$ cat config.mk
export PLATFORM = sky130hd
export DESIGN_NAME = load_store_unit_flat
export DESIGN_NICKNAME = d
export VERILOG_FILES = /design/src/rtl/load_store_unit_pkg.sv /design/src/rtl/load_store_unit_if.sv /design/src/rtl/load_store_unit_lsu_align.sv /design/src/rtl/load_store_unit.sv /design/src/flat_wrapper.sv
export SDC_FILE = /design/constraint.sdc
export NUM_CORES = 1
export LEC_CHECK = 0
export ABC_AREA = 0
export CORE_MARGIN = 5
export CORE_UTILIZATION = 40
export DETAILED_ROUTE_END_ITERATION = 16
export PLACE_DENSITY = 0.71
export SYNTH_ARGS = -nofsm -noshare
export SYNTH_HDL_FRONTEND = slang
export SYNTH_SLANG_ARGS = --single-unit
$ cat constraint.sdc
create_clock -name clk -period 2.3 [get_ports clk]
set_clock_uncertainty 0.1 [all_clocks]
set_input_delay 0.345 -clock clk [delete_from_list [all_inputs] [get_ports clk]]
set_output_delay 0.345 -clock clk [all_outputs]
set_load 0.005 [all_outputs]
$ cat src/rtl/load_store_unit_pkg.sv
`default_nettype none
// ============================================================================
// Module   : load_store_unit_pkg
// Purpose  : Shared widths, FSM state and access-size encodings for the LSU
// Revision : 1.0 - initial release
// ============================================================================
package load_store_unit_pkg;

  localparam int DATA_WIDTH        = 32;
  localparam int RAM_ADDRESS_WIDTH = 18;
  localparam int BYTE_EN_WIDTH     = DATA_WIDTH / 8;

  typedef enum logic [1:0] {
    IDLE   = 2'd0,
    ACCESS = 2'd1,
    RESP   = 2'd2
  } lsu_state_e;

  // funct3 encodings of the RV32 load/store size field
  typedef enum logic [2:0] {
    LS_B  = 3'b000,
    LS_H  = 3'b001,
    LS_W  = 3'b010,
    LS_BU = 3'b100,
    LS_HU = 3'b101
  } mem_size_e;

endpackage
`default_nettype wire

$ cat src/rtl/load_store_unit_if.sv
`default_nettype none
// ============================================================================
// Module   : lsu_core_if / lsu_mem_if
// Purpose  : Execute/writeback-side and memory-side buses of the LSU
// Revision : 1.0 - initial release
// ============================================================================

// Pipeline side: master = execute stage, slave = load/store unit
interface lsu_core_if;
  import load_store_unit_pkg::*;

  logic                  req_valid;
  logic                  req_ready;
  logic                  req_store;
  logic [2:0]            req_funct3;
  logic [DATA_WIDTH-1:0] req_addr;
  logic [DATA_WIDTH-1:0] req_wdata;
  logic                  resp_valid;
  logic [DATA_WIDTH-1:0] resp_rdata;
  logic                  resp_err;

  modport master (
    output req_valid, req_store, req_funct3, req_addr, req_wdata,
    input  req_ready, resp_valid, resp_rdata, resp_err
  );

  modport slave (
    input  req_valid, req_store, req_funct3, req_addr, req_wdata,
    output req_ready, resp_valid, resp_rdata, resp_err
  );
endinterface

// Memory side: master = load/store unit, slave = data memory
interface lsu_mem_if;
  import load_store_unit_pkg::*;

  logic                         mem_req;
  logic                         mem_we;
  logic [BYTE_EN_WIDTH-1:0]     mem_be;
  logic [RAM_ADDRESS_WIDTH-1:0] mem_addr;
  logic [DATA_WIDTH-1:0]        mem_wdata;
  logic [DATA_WIDTH-1:0]        mem_rdata;
  logic                         mem_ack;

  modport master (
    output mem_req, mem_we, mem_be, mem_addr, mem_wdata,
    input  mem_rdata, mem_ack
  );

  modport slave (
    input  mem_req, mem_we, mem_be, mem_addr, mem_wdata,
    output mem_rdata, mem_ack
  );
endinterface
`default_nettype wire

$ cat src/rtl/load_store_unit_lsu_align.sv
`default_nettype none
// ============================================================================
// Module   : lsu_align
// Purpose  : Combinational lane logic: legality check, byte enables, store
//            lane replication and load lane extraction with extension
// Revision : 1.0 - initial release
// ============================================================================
module lsu_align
  import load_store_unit_pkg::*;
(
  input  logic                     store,
  input  logic [2:0]               funct3,
  input  logic [1:0]               offset,
  input  logic [DATA_WIDTH-1:0]    wdata,
  input  logic [DATA_WIDTH-1:0]    rdata,
  output logic                     illegal,
  output logic [BYTE_EN_WIDTH-1:0] byte_en,
  output logic [DATA_WIDTH-1:0]    store_data,
  output logic [DATA_WIDTH-1:0]    load_data
);

  logic [7:0]  byte_lane;
  logic [15:0] half_lane;

  // Misaligned halves/words, reserved encodings and unsigned stores are rejected
  always_comb begin
    case (funct3)
      LS_B:    illegal = 1'b0;
      LS_H:    illegal = offset[0];
      LS_W:    illegal = (offset != 2'b00);
      LS_BU:   illegal = store;
      LS_HU:   illegal = store | offset[0];
      default: illegal = 1'b1;
    endcase
  end

  // Store lanes: replicate the datum across the word, enables pick the lane
  always_comb begin
    byte_en    = 4'b1111;
    store_data = wdata;
    if (store) begin
      case (funct3)
        LS_B: begin
          byte_en    = 4'b0001 << offset;
          store_data = {4{wdata[7:0]}};
        end
        LS_H: begin
          byte_en    = offset[1] ? 4'b1100 : 4'b0011;
          store_data = {2{wdata[15:0]}};
        end
        default: begin
          byte_en    = 4'b1111;
          store_data = wdata;
        end
      endcase
    end
  end

  // Load lanes: select by offset, then sign- or zero-extend by funct3
  always_comb begin
    case (offset)
      2'd0:    byte_lane = rdata[7:0];
      2'd1:    byte_lane = rdata[15:8];
      2'd2:    byte_lane = rdata[23:16];
      default: byte_lane = rdata[31:24];
    endcase
    half_lane = offset[1] ? rdata[31:16] : rdata[15:0];
    case (funct3)
      LS_B:    load_data = {{(DATA_WIDTH-8){byte_lane[7]}}, byte_lane};
      LS_BU:   load_data = {{(DATA_WIDTH-8){1'b0}}, byte_lane};
      LS_H:    load_data = {{(DATA_WIDTH-16){half_lane[15]}}, half_lane};
      LS_HU:   load_data = {{(DATA_WIDTH-16){1'b0}}, half_lane};
      LS_W:    load_data = rdata;
      default: load_data = '0;
    endcase
  end

endmodule
`default_nettype wire

$ cat src/rtl/load_store_unit.sv
`default_nettype none
// ============================================================================
// Module   : load_store_unit
// Purpose  : Multi-cycle load/store unit: request latch, IDLE/ACCESS/RESP
//            FSM, memory-ack timeout and response register
// Revision : 1.0 - initial release
// ============================================================================
module load_store_unit
  import load_store_unit_pkg::*;
#(
  parameter int TIMEOUT_CYCLES = 16
) (
  input  logic       clk,
  input  logic       rst_n,
  lsu_core_if.slave  core,
  lsu_mem_if.master  mem
);

  localparam int                CNT_W    = $clog2(TIMEOUT_CYCLES);
  localparam logic [CNT_W-1:0]  CNT_LAST = CNT_W'(TIMEOUT_CYCLES - 1);

  lsu_state_e                   state;
  lsu_state_e                   state_next;
  logic [CNT_W-1:0]             cnt;
  logic                         store_q;
  logic [2:0]                   funct3_q;
  logic [RAM_ADDRESS_WIDTH-1:0] addr_q;
  logic [DATA_WIDTH-1:0]        wdata_q;
  logic [DATA_WIDTH-1:0]        rdata_q;
  logic                         err_q;

  logic                         accept;
  logic                         al_store;
  logic [2:0]                   al_funct3;
  logic [1:0]                   al_offset;
  logic [DATA_WIDTH-1:0]        al_wdata;
  logic                         al_illegal;
  logic [BYTE_EN_WIDTH-1:0]     al_be;
  logic [DATA_WIDTH-1:0]        al_store_data;
  logic [DATA_WIDTH-1:0]        al_load_data;
  logic                         unused_addr_hi;

  // Address bits above the RAM window are intentionally discarded
  assign unused_addr_hi = ^core.req_addr[DATA_WIDTH-1:RAM_ADDRESS_WIDTH];

  assign accept = core.req_valid && (state == IDLE);

  // In IDLE the aligner judges the incoming request; afterwards the latched one
  always_comb begin
    al_store  = store_q;
    al_funct3 = funct3_q;
    al_offset = addr_q[1:0];
    al_wdata  = wdata_q;
    if (state == IDLE) begin
      al_store  = core.req_store;
      al_funct3 = core.req_funct3;
      al_offset = core.req_addr[1:0];
      al_wdata  = core.req_wdata;
    end
  end

  lsu_align u_align (
    .store      (al_store),
    .funct3     (al_funct3),
    .offset     (al_offset),
    .wdata      (al_wdata),
    .rdata      (mem.mem_rdata),
    .illegal    (al_illegal),
    .byte_en    (al_be),
    .store_data (al_store_data),
    .load_data  (al_load_data)
  );

  // FSM state register
  always_ff @(posedge clk or negedge rst_n) begin
    if (!rst_n) state <= IDLE;
    else        state <= state_next;
  end

  // FSM next-state: illegal accesses skip the memory cycle entirely
  always_comb begin
    state_next = state;
    case (state)
      IDLE:    if (accept) state_next = al_illegal ? RESP : ACCESS;
      ACCESS:  if (mem.mem_ack || (cnt == CNT_LAST)) state_next = RESP;
      RESP:    state_next = IDLE;
      default: state_next = IDLE;
    endcase
  end

  // Request latch, timeout counter and response capture
  always_ff @(posedge clk or negedge rst_n) begin
    if (!rst_n) begin
      cnt      <= '0;
      store_q  <= 1'b0;
      funct3_q <= '0;
      addr_q   <= '0;
      wdata_q  <= '0;
      rdata_q  <= '0;
      err_q    <= 1'b0;
    end else if (accept) begin
      store_q  <= core.req_store;
      funct3_q <= core.req_funct3;
      addr_q   <= core.req_addr[RAM_ADDRESS_WIDTH-1:0];
      wdata_q  <= core.req_wdata;
      rdata_q  <= '0;
      err_q    <= al_illegal;
      cnt      <= '0;
    end else if (state == ACCESS) begin
      if (mem.mem_ack) begin
        rdata_q <= store_q ? '0 : al_load_data;
        err_q   <= 1'b0;
        cnt     <= '0;
      end else if (cnt == CNT_LAST) begin
        rdata_q <= '0;
        err_q   <= 1'b1;
        cnt     <= '0;
      end else begin
        cnt <= cnt + CNT_W'(1);
      end
    end
  end

  // FSM outputs: memory port is driven only in ACCESS, response only in RESP
  always_comb begin
    core.req_ready  = (state == IDLE);
    core.resp_valid = (state == RESP);
    core.resp_rdata = (state == RESP) ? rdata_q : '0;
    core.resp_err   = (state == RESP) ? err_q : 1'b0;
    mem.mem_req     = (state == ACCESS);
    mem.mem_we      = (state == ACCESS) && store_q;
    mem.mem_be      = (state == ACCESS) ? al_be : '0;
    mem.mem_addr    = (state == ACCESS) ? {addr_q[RAM_ADDRESS_WIDTH-1:2], 2'b00} : '0;
    mem.mem_wdata   = ((state == ACCESS) && store_q) ? al_store_data : '0;
  end

endmodule
`default_nettype wire
$ cat src/flat_wrapper.sv
// flat-port wrapper written by rule: the top's interface ports become plain ports
module load_store_unit_flat import load_store_unit_pkg::*;
#(
  parameter int TIMEOUT_CYCLES = 16
)
  (clk, rst_n, core_req_valid, core_req_store, core_req_funct3, core_req_addr, core_req_wdata, core_req_ready, core_resp_valid, core_resp_rdata, core_resp_err, mem_mem_req, mem_mem_we, mem_mem_be, mem_mem_addr, mem_mem_wdata, mem_mem_rdata, mem_mem_ack);
  lsu_core_if core_i ();
  lsu_mem_if mem_i ();
  input  logic clk;
  input  logic rst_n;
  input wire logic [$bits(core_i.req_valid)-1:0] core_req_valid;
  input wire logic [$bits(core_i.req_store)-1:0] core_req_store;
  input wire logic [$bits(core_i.req_funct3)-1:0] core_req_funct3;
  input wire logic [$bits(core_i.req_addr)-1:0] core_req_addr;
  input wire logic [$bits(core_i.req_wdata)-1:0] core_req_wdata;
  output wire logic [$bits(core_i.req_ready)-1:0] core_req_ready;
  output wire logic [$bits(core_i.resp_valid)-1:0] core_resp_valid;
  output wire logic [$bits(core_i.resp_rdata)-1:0] core_resp_rdata;
  output wire logic [$bits(core_i.resp_err)-1:0] core_resp_err;
  output wire logic [$bits(mem_i.mem_req)-1:0] mem_mem_req;
  output wire logic [$bits(mem_i.mem_we)-1:0] mem_mem_we;
  output wire logic [$bits(mem_i.mem_be)-1:0] mem_mem_be;
  output wire logic [$bits(mem_i.mem_addr)-1:0] mem_mem_addr;
  output wire logic [$bits(mem_i.mem_wdata)-1:0] mem_mem_wdata;
  input wire logic [$bits(mem_i.mem_rdata)-1:0] mem_mem_rdata;
  input wire logic [$bits(mem_i.mem_ack)-1:0] mem_mem_ack;
  assign core_i.req_valid = core_req_valid;
  assign core_i.req_store = core_req_store;
  assign core_i.req_funct3 = core_req_funct3;
  assign core_i.req_addr = core_req_addr;
  assign core_i.req_wdata = core_req_wdata;
  assign core_req_ready = core_i.req_ready;
  assign core_resp_valid = core_i.resp_valid;
  assign core_resp_rdata = core_i.resp_rdata;
  assign core_resp_err = core_i.resp_err;
  assign mem_mem_req = mem_i.mem_req;
  assign mem_mem_we = mem_i.mem_we;
  assign mem_mem_be = mem_i.mem_be;
  assign mem_mem_addr = mem_i.mem_addr;
  assign mem_mem_wdata = mem_i.mem_wdata;
  assign mem_i.mem_rdata = mem_mem_rdata;
  assign mem_i.mem_ack = mem_mem_ack;
  load_store_unit #(.TIMEOUT_CYCLES(TIMEOUT_CYCLES)) u_core (.clk(clk), .rst_n(rst_n), .core(core_i), .mem(mem_i));
endmodule
Yosys cells after proc, flatten, opt, wreduce, memory -nomap -nowiden:

Index checks and enable logic that the tools add are counted.

* register bits after elaboration: 93
* memory bits (writable): 0
* ROM bits: 0
* bits in latches: 0
* memories: 0

* muxes and demuxes: 35
* shift operators: 1
* reduce and logical (&&, ||, !) cells: 11
* bitwise gates (word level): 1
* magnitude comparators: 0
* add/subtract/negate cells: 1
* multiply operators: 0
* divide/modulo/power cells: 0
* eq/ne operators: 11

Operators with widths (count)
* 32-bit 2-to-1 mux: 9
* 32-bit case mux with 5 select lines: 1
* 32-bit case mux with 2 select lines: 1
* 4-bit 2-to-1 mux: 7
* 8-bit case mux with 3 select lines: 1
* 18-bit 2-to-1 mux: 1
* 16-bit 2-to-1 mux: 1
* 2-bit 2-to-1 mux: 4
* 4-bit case mux with 2 select lines: 1
* 3-bit equality test (second input constant): 2
* 1-bit 2-to-1 mux: 6
* 1-bit case mux with 5 select lines: 1
* 4-bit by 1-bit adder with 4-bit output (second input constant): 1
* 2-bit by 1-bit equality test with 1-bit output (second input constant): 2
* 2-bit equality test (second input constant): 2
* 4-bit equality test (second input constant): 1
* 2-bit logical NOT: 2
* 2-bit by 1-bit != test with 1-bit output (second input constant): 2
* 2-bit case mux with 2 select lines: 1
* 2-bit AND reduction: 2
* 2-bit nonzero test: 2
* 1-bit by 2-bit << shifter with 4-bit output (first input constant): 1
* 3-bit by 1-bit equality test with 1-bit output (second input constant): 1
* 3-bit by 2-bit equality test with 1-bit output (second input constant): 1
* other kinds (6): 7

Logic depth before layout (Yosys ltp):

* depth after elaboration: 9
* depth in mapped cells: 8

Modules after synthesis:

From an unflattened synthesis, not the netlist that was laid out.

* cell total of the unflattened synthesis: 597
* area total of the unflattened synthesis: 6475.0 um^2

Modules (own cells, without submodules)
* load_store_unit: cells an instance 400, seq. area each 2327.2 um^2, instances 1, area an instance 4914.7 um^2
* lsu_align: cells an instance 197, seq. area each 0.0 um^2, instances 1, area an instance 1560.2 um^2

Least setup slack after synthesis:

No wires, ideal clock.

* path type: flip-flop to output port
* start: reg u_core.state[0]
* end: out mem_mem_wdata[15]
* data required time: 1855 ps
* data arrival time: 2080 ps
* cell stages (with the launch flop): 9
* path buffers: 2
* path slack: -225 ps
* path through: dfrtp_1 > or2_1 > buf_6 > inv_6 > mux2_4 > or3b_1 > buf_2 > mux2_4 > nor2_1

* cells in the longest elaborated chain, start to end: 6

RTL lines
* start: declaration: RTL line load_store_unit.sv:22 `lsu_state_e state;`
* start signal: assignment: RTL line load_store_unit.sv:77 `else state <= state_next;`
* 2-bit logical NOT: RTL line load_store_unit.sv:54 `if (state == IDLE) begin`
* 3-bit 2-to-1 mux: RTL line load_store_unit.sv:54
* 3-bit by 1-bit equality test with 1-bit output / 3-bit logical NOT (equally long branches): RTL line load_store_unit_lsu_align.sv:42 `case (funct3)`
* 32-bit case mux with 2 select lines: RTL line load_store_unit_lsu_align.sv:42
* 32-bit 2-to-1 mux: RTL line load_store_unit_lsu_align.sv:41 `if (store) begin`
* 32-bit 2-to-1 mux (*): RTL line load_store_unit.sv:134 `mem.mem_wdata = ((state == ACCESS) && store_q) ? al_store_data : '0;`
* end: declaration: RTL line flat_wrapper.sv:24 `output wire logic [$bits(mem_i.mem_wdata)-1:0] mem_mem_wdata;`

Every way passes the cells marked *; elsewhere a longest branch is shown, timed or not.

Worst setup path after layout:

* start: reg u_core.state[1]
* end: out mem_mem_wdata[12]

Same word-level chain as after synthesis.

==> key figures <==
Yosys
  – Largest family of logic cells by synthesized area: simple AND/OR/NAND/NOR gates
  – Total of flip-flops plus latches after synthesis: 93
  – XOR/XNOR Fraction of Synth Area: 0
  – Portion of synthesized cell area occupied by the leading cell type: 0.419
  – Share of the synthesized area in compound gates (AO/OA/AOI/OAI): 0.167
  – Main area contributors after synthesis: sky130_fd_sc_hd__dfrtp_1 42%, sky130_fd_sc_hd__nand2_1 15%, sky130_fd_sc_hd__and2_1 6.3%
  – Adder-Cell Fraction of Synth Area: 0.00225
  – Post-synth EDFFs: 0
  – Sequential fraction of the synthesis area: 0.419
  – Syn Area/Cell: 8.51 um^2
  – Synth Warn #: 0
  – Post-synth ARST share: 1.00
  – Multiplexer area fraction after synthesis: 0.0897
  – Commonest cells in the netlist: 218 x sky130_fd_sc_hd__nand2_1, 93 x sky130_fd_sc_hd__dfrtp_1, 56 x sky130_fd_sc_hd__and2_1, 38 x sky130_fd_sc_hd__a21oi_1, 29 x sky130_fd_sc_hd__clkbuf_1
  – Cell area after synthesis: 0.00555 mm^2
  – Cell accounting for the most synthesized area: sky130_fd_sc_hd__dfrtp_1
  – Number of distinct standard cells referenced by the synthesized netlist: 57
  – Synth Instances: 652
  – Commonest register cell after synthesis: sky130_fd_sc_hd__dfrtp_1
  – Most used standard cell by instance count after synthesis: sky130_fd_sc_hd__nand2_1
  – Post-Synth Simple-Gate Area: 0.281

Routing
  – Average detailed-routed wire length per instance: 21.1 um
  – Drt pass-1 iters: 8
  – DR iter-0 viols: 833
  – Routed WL: 23,600 um
  – Remaining design rule violation count: 0
  – Number of vias per cell after detailed routing: 5.78
  – Vias: 6,481
  – Remaining antenna violation count: 0

Global route
  – Wire length of the first global-routing pass: 35,400 um
  – Remaining global-route overflow: 0
  – GR Util All Layers: 0.275
  – Largest net degree at the start of global routing: 59
  – Initial antenna violation count: 1
  – Via count of the first global-routing pass: 6,572

Power
  – Portion of total power attributed to sequential cells: 0.218
  – Overall power after layout: 12.4 mW
  – Part of the total power dissipated in the clock network: 0.126
  – Leakage power figure: 4.63 nW
  – Switch share: 0.423
  – Net switching power figure: 5.24 mW
  – Internal: 7.16 mW
  – Power share of the combinational group: 0.656
  – Power density normalized to cell area: 1250 mW/mm^2
  – Largest voltage drop on the vdd net: 0.000623 V

Status
  – Run status: complete, but fails checks
  – Failing checks: setup timing

Floorplan
  – Die outline width: 128 um
  – Number of rows in the core area: 43
  – Number of top-level pins: 195
  – Initial Utilization: 0.405
  – Area of the die: 0.0163 mm^2
  – Core Footprint: 0.0137 mm^2
  – Die Height: 128 um

Worst setup path
  – Slowest Stage Delay on Critical Path: 0.43 ns
  – CP Class: reg -> out
  – Maximum fanout along the worst path: 6
  – Data arrival time of the critical path: 2.38 ns
  – Type of destination of the critical path: primary output
  – Slowest stage cell, crit path: sky130_fd_sc_hd__or3b_4
  – Category of the worst setup path launch point: flop
  – Worst EP required: 1.86 ns
  – List of cells traversed by the critical path: or2_4 -> inv_8 -> mux2_4 -> or3b_4 -> buf_8 -> buf_6 -> nand2_2 -> a21oi_2 -> buf_2

Final layout
  – Number of diodes added for antenna fixing: 0
  – Layout net count: 1,041
  – Share of post-route cells with drive strength above 1: 0.459
  – Post-synthesis to final-layout area growth: 78.6%

Clocking
  – H-tree lvl count: 3
  – TritonCTS Buffers: 9
  – Longest Clk Path Bufs: 2
  – Clock slew at the register clock pins of the worst setup and hold paths: 0.06 ns
  – CTS Root Buffer Type: sky130_fd_sc_hd__clkbuf_16
  – TritonCTS clock tree: done
  – Clock latency on the worst-skew pair: 0.35 ns
  – Count of clock tree sinks: 93

Timing
  – Setup violation total in the final timing report: 103
  – Max_slew headroom: 0.494
  – Post-layout min period: 2.82 ns
  – Max-slew violations: 0
  – Fmax: 354 MHz
  – Setup repair after global routing missed its margin: true
  – Post-route worst setup slack: -0.522 ns
  – Fin Setup TNS: -26.16 ns
  – Final Hold Violating Endpoints: 0
  – Worst-Margin Slew: 0.758 ns
  – Final period utilization: 1.23

Min path
  – Worst min-delay path class: reg -> reg

Placed design
  – Final weighted congestion in routability-driven placement: 0.863
  – Pre-CTS WS: -0.866 ns
  – Post-detail-place hpwl: 14,200 um
  – Number of port buffers: 178

Run
  – Max-cap check violation count: 0
==> worst paths after layout <==
path | cells after the start | from | slack [ns] | endpoint
min | 2 | u_core.addr_q[7] | 0.37 | u_core.addr_q[7]
min reg2reg | 2 | u_core.addr_q[7] | 0.37 | u_core.addr_q[7]
max reg2reg | 10 | u_core.state[1] | -0.40 | u_core.rdata_q[25]
min in group asynchronous | 2 | rst_n | 0.45 | u_core.addr_q[16]
max in group asynchronous | 3 | rst_n | 0.94 | u_core.rdata_q[14]
max | 9 | u_core.state[1] | -0.52 | mem_mem_wdata[12]
==> placed cells by master, fill, tap and decap left out, types with 15 or more instances in the layout <==
cell                              instances
sky130_fd_sc_hd__buf_4                   59
sky130_fd_sc_hd__nand2_1                195
sky130_fd_sc_hd__a221o_1                 16
sky130_fd_sc_hd__dfrtp_1                 93
sky130_fd_sc_hd__a21oi_2                 23
sky130_fd_sc_hd__clkdlybuf4s50_1         89
sky130_fd_sc_hd__buf_12                  15
sky130_fd_sc_hd__and2_4                  44
sky130_fd_sc_hd__buf_2                   34
sky130_fd_sc_hd__buf_6                   98
sky130_fd_sc_hd__mux2i_1                 16
==> final cells by class <==
class                   instances  area, um^2
clock inverters                 5        58.8
fillers                       975        3800
repair buffers                315        3170
inverters                       6        40.0
flip-flops and latches         93        2330
clock buffers                  11         253
multi-input cells             511        3840
well taps                     180         225
==> power by group through the flow <==
stage	logic, mW	registers, mW	clock network [mW]
2_1_floorplan	2.97	2.50	0
3_3_place_gp	5.02	2.61	0
3_5_place_dp	5.12	2.64	0
4_1_cts	7.20	2.64	1.59
5_1_grt	8.61	2.76	1.66
6_report	8.14	2.70	1.57
==> kinds of logic after synthesis <==
| family | Yosys count |
|---|---|
| flops | 93 |
| mux | 41 |
| buf+inv | 49 |
| compound gates | 127 |
| other cells | 1 |
| fa+ha+maj | 1 |
| simple gates | 340 |
==> timing repair <==
item	CTS	global route
endpoints found under the setup margin	122	114
hold endpoints to repair	35	0
setup buffers	47	25
pin swaps	37	67
hold buffers	1	0
cloned	10	1
resized for setup	511	171
==> metrics by stage <==
stage,instance area (um^2),utilization,instances,hold WS [ns]
final,9910,0.723,1121,0.370
after global routing,9910,0.723,1121,0.390
after CTS,9320,0.679,1107,0.372
after detailed placement,7950,0.580,1035,0.236
after global placement,7950,0.580,1035,0.235
after floorplan,5570,-,653,-0.0506
==> registers in the layout, summed over array words and instances, names as in the netlist <==
signal	cells
u_core.rdata_q	32
u_core.wdata_q	32
u_core.addr_q	18
u_core.cnt	4
u_core.funct3_q	3
u_core.state	2
u_core.err_q	1
u_core.store_q	1
==> critical path: cells and delay by family (launching register included) <==
kind / cells / cell delay, ns
simple gates: 3 / 0.78
buf+inv: 4 / 0.48
flops: 1 / 0.40
mux: 1 / 0.30
compound gates: 1 / 0.06
==> routing by layer <==
metal / vias up / GRT usage / routed length (um)
met5: - / 0 / 13
li1: 2853 / - / -
met2: 403 / 0.457 / 11700
met3: 84 / 0.0675 / 2090
met1: 3139 / 0.335 / 8820
met4: 2 / 0.135 / 1050
No activity file was read; power rests on OpenSTA's default activity.
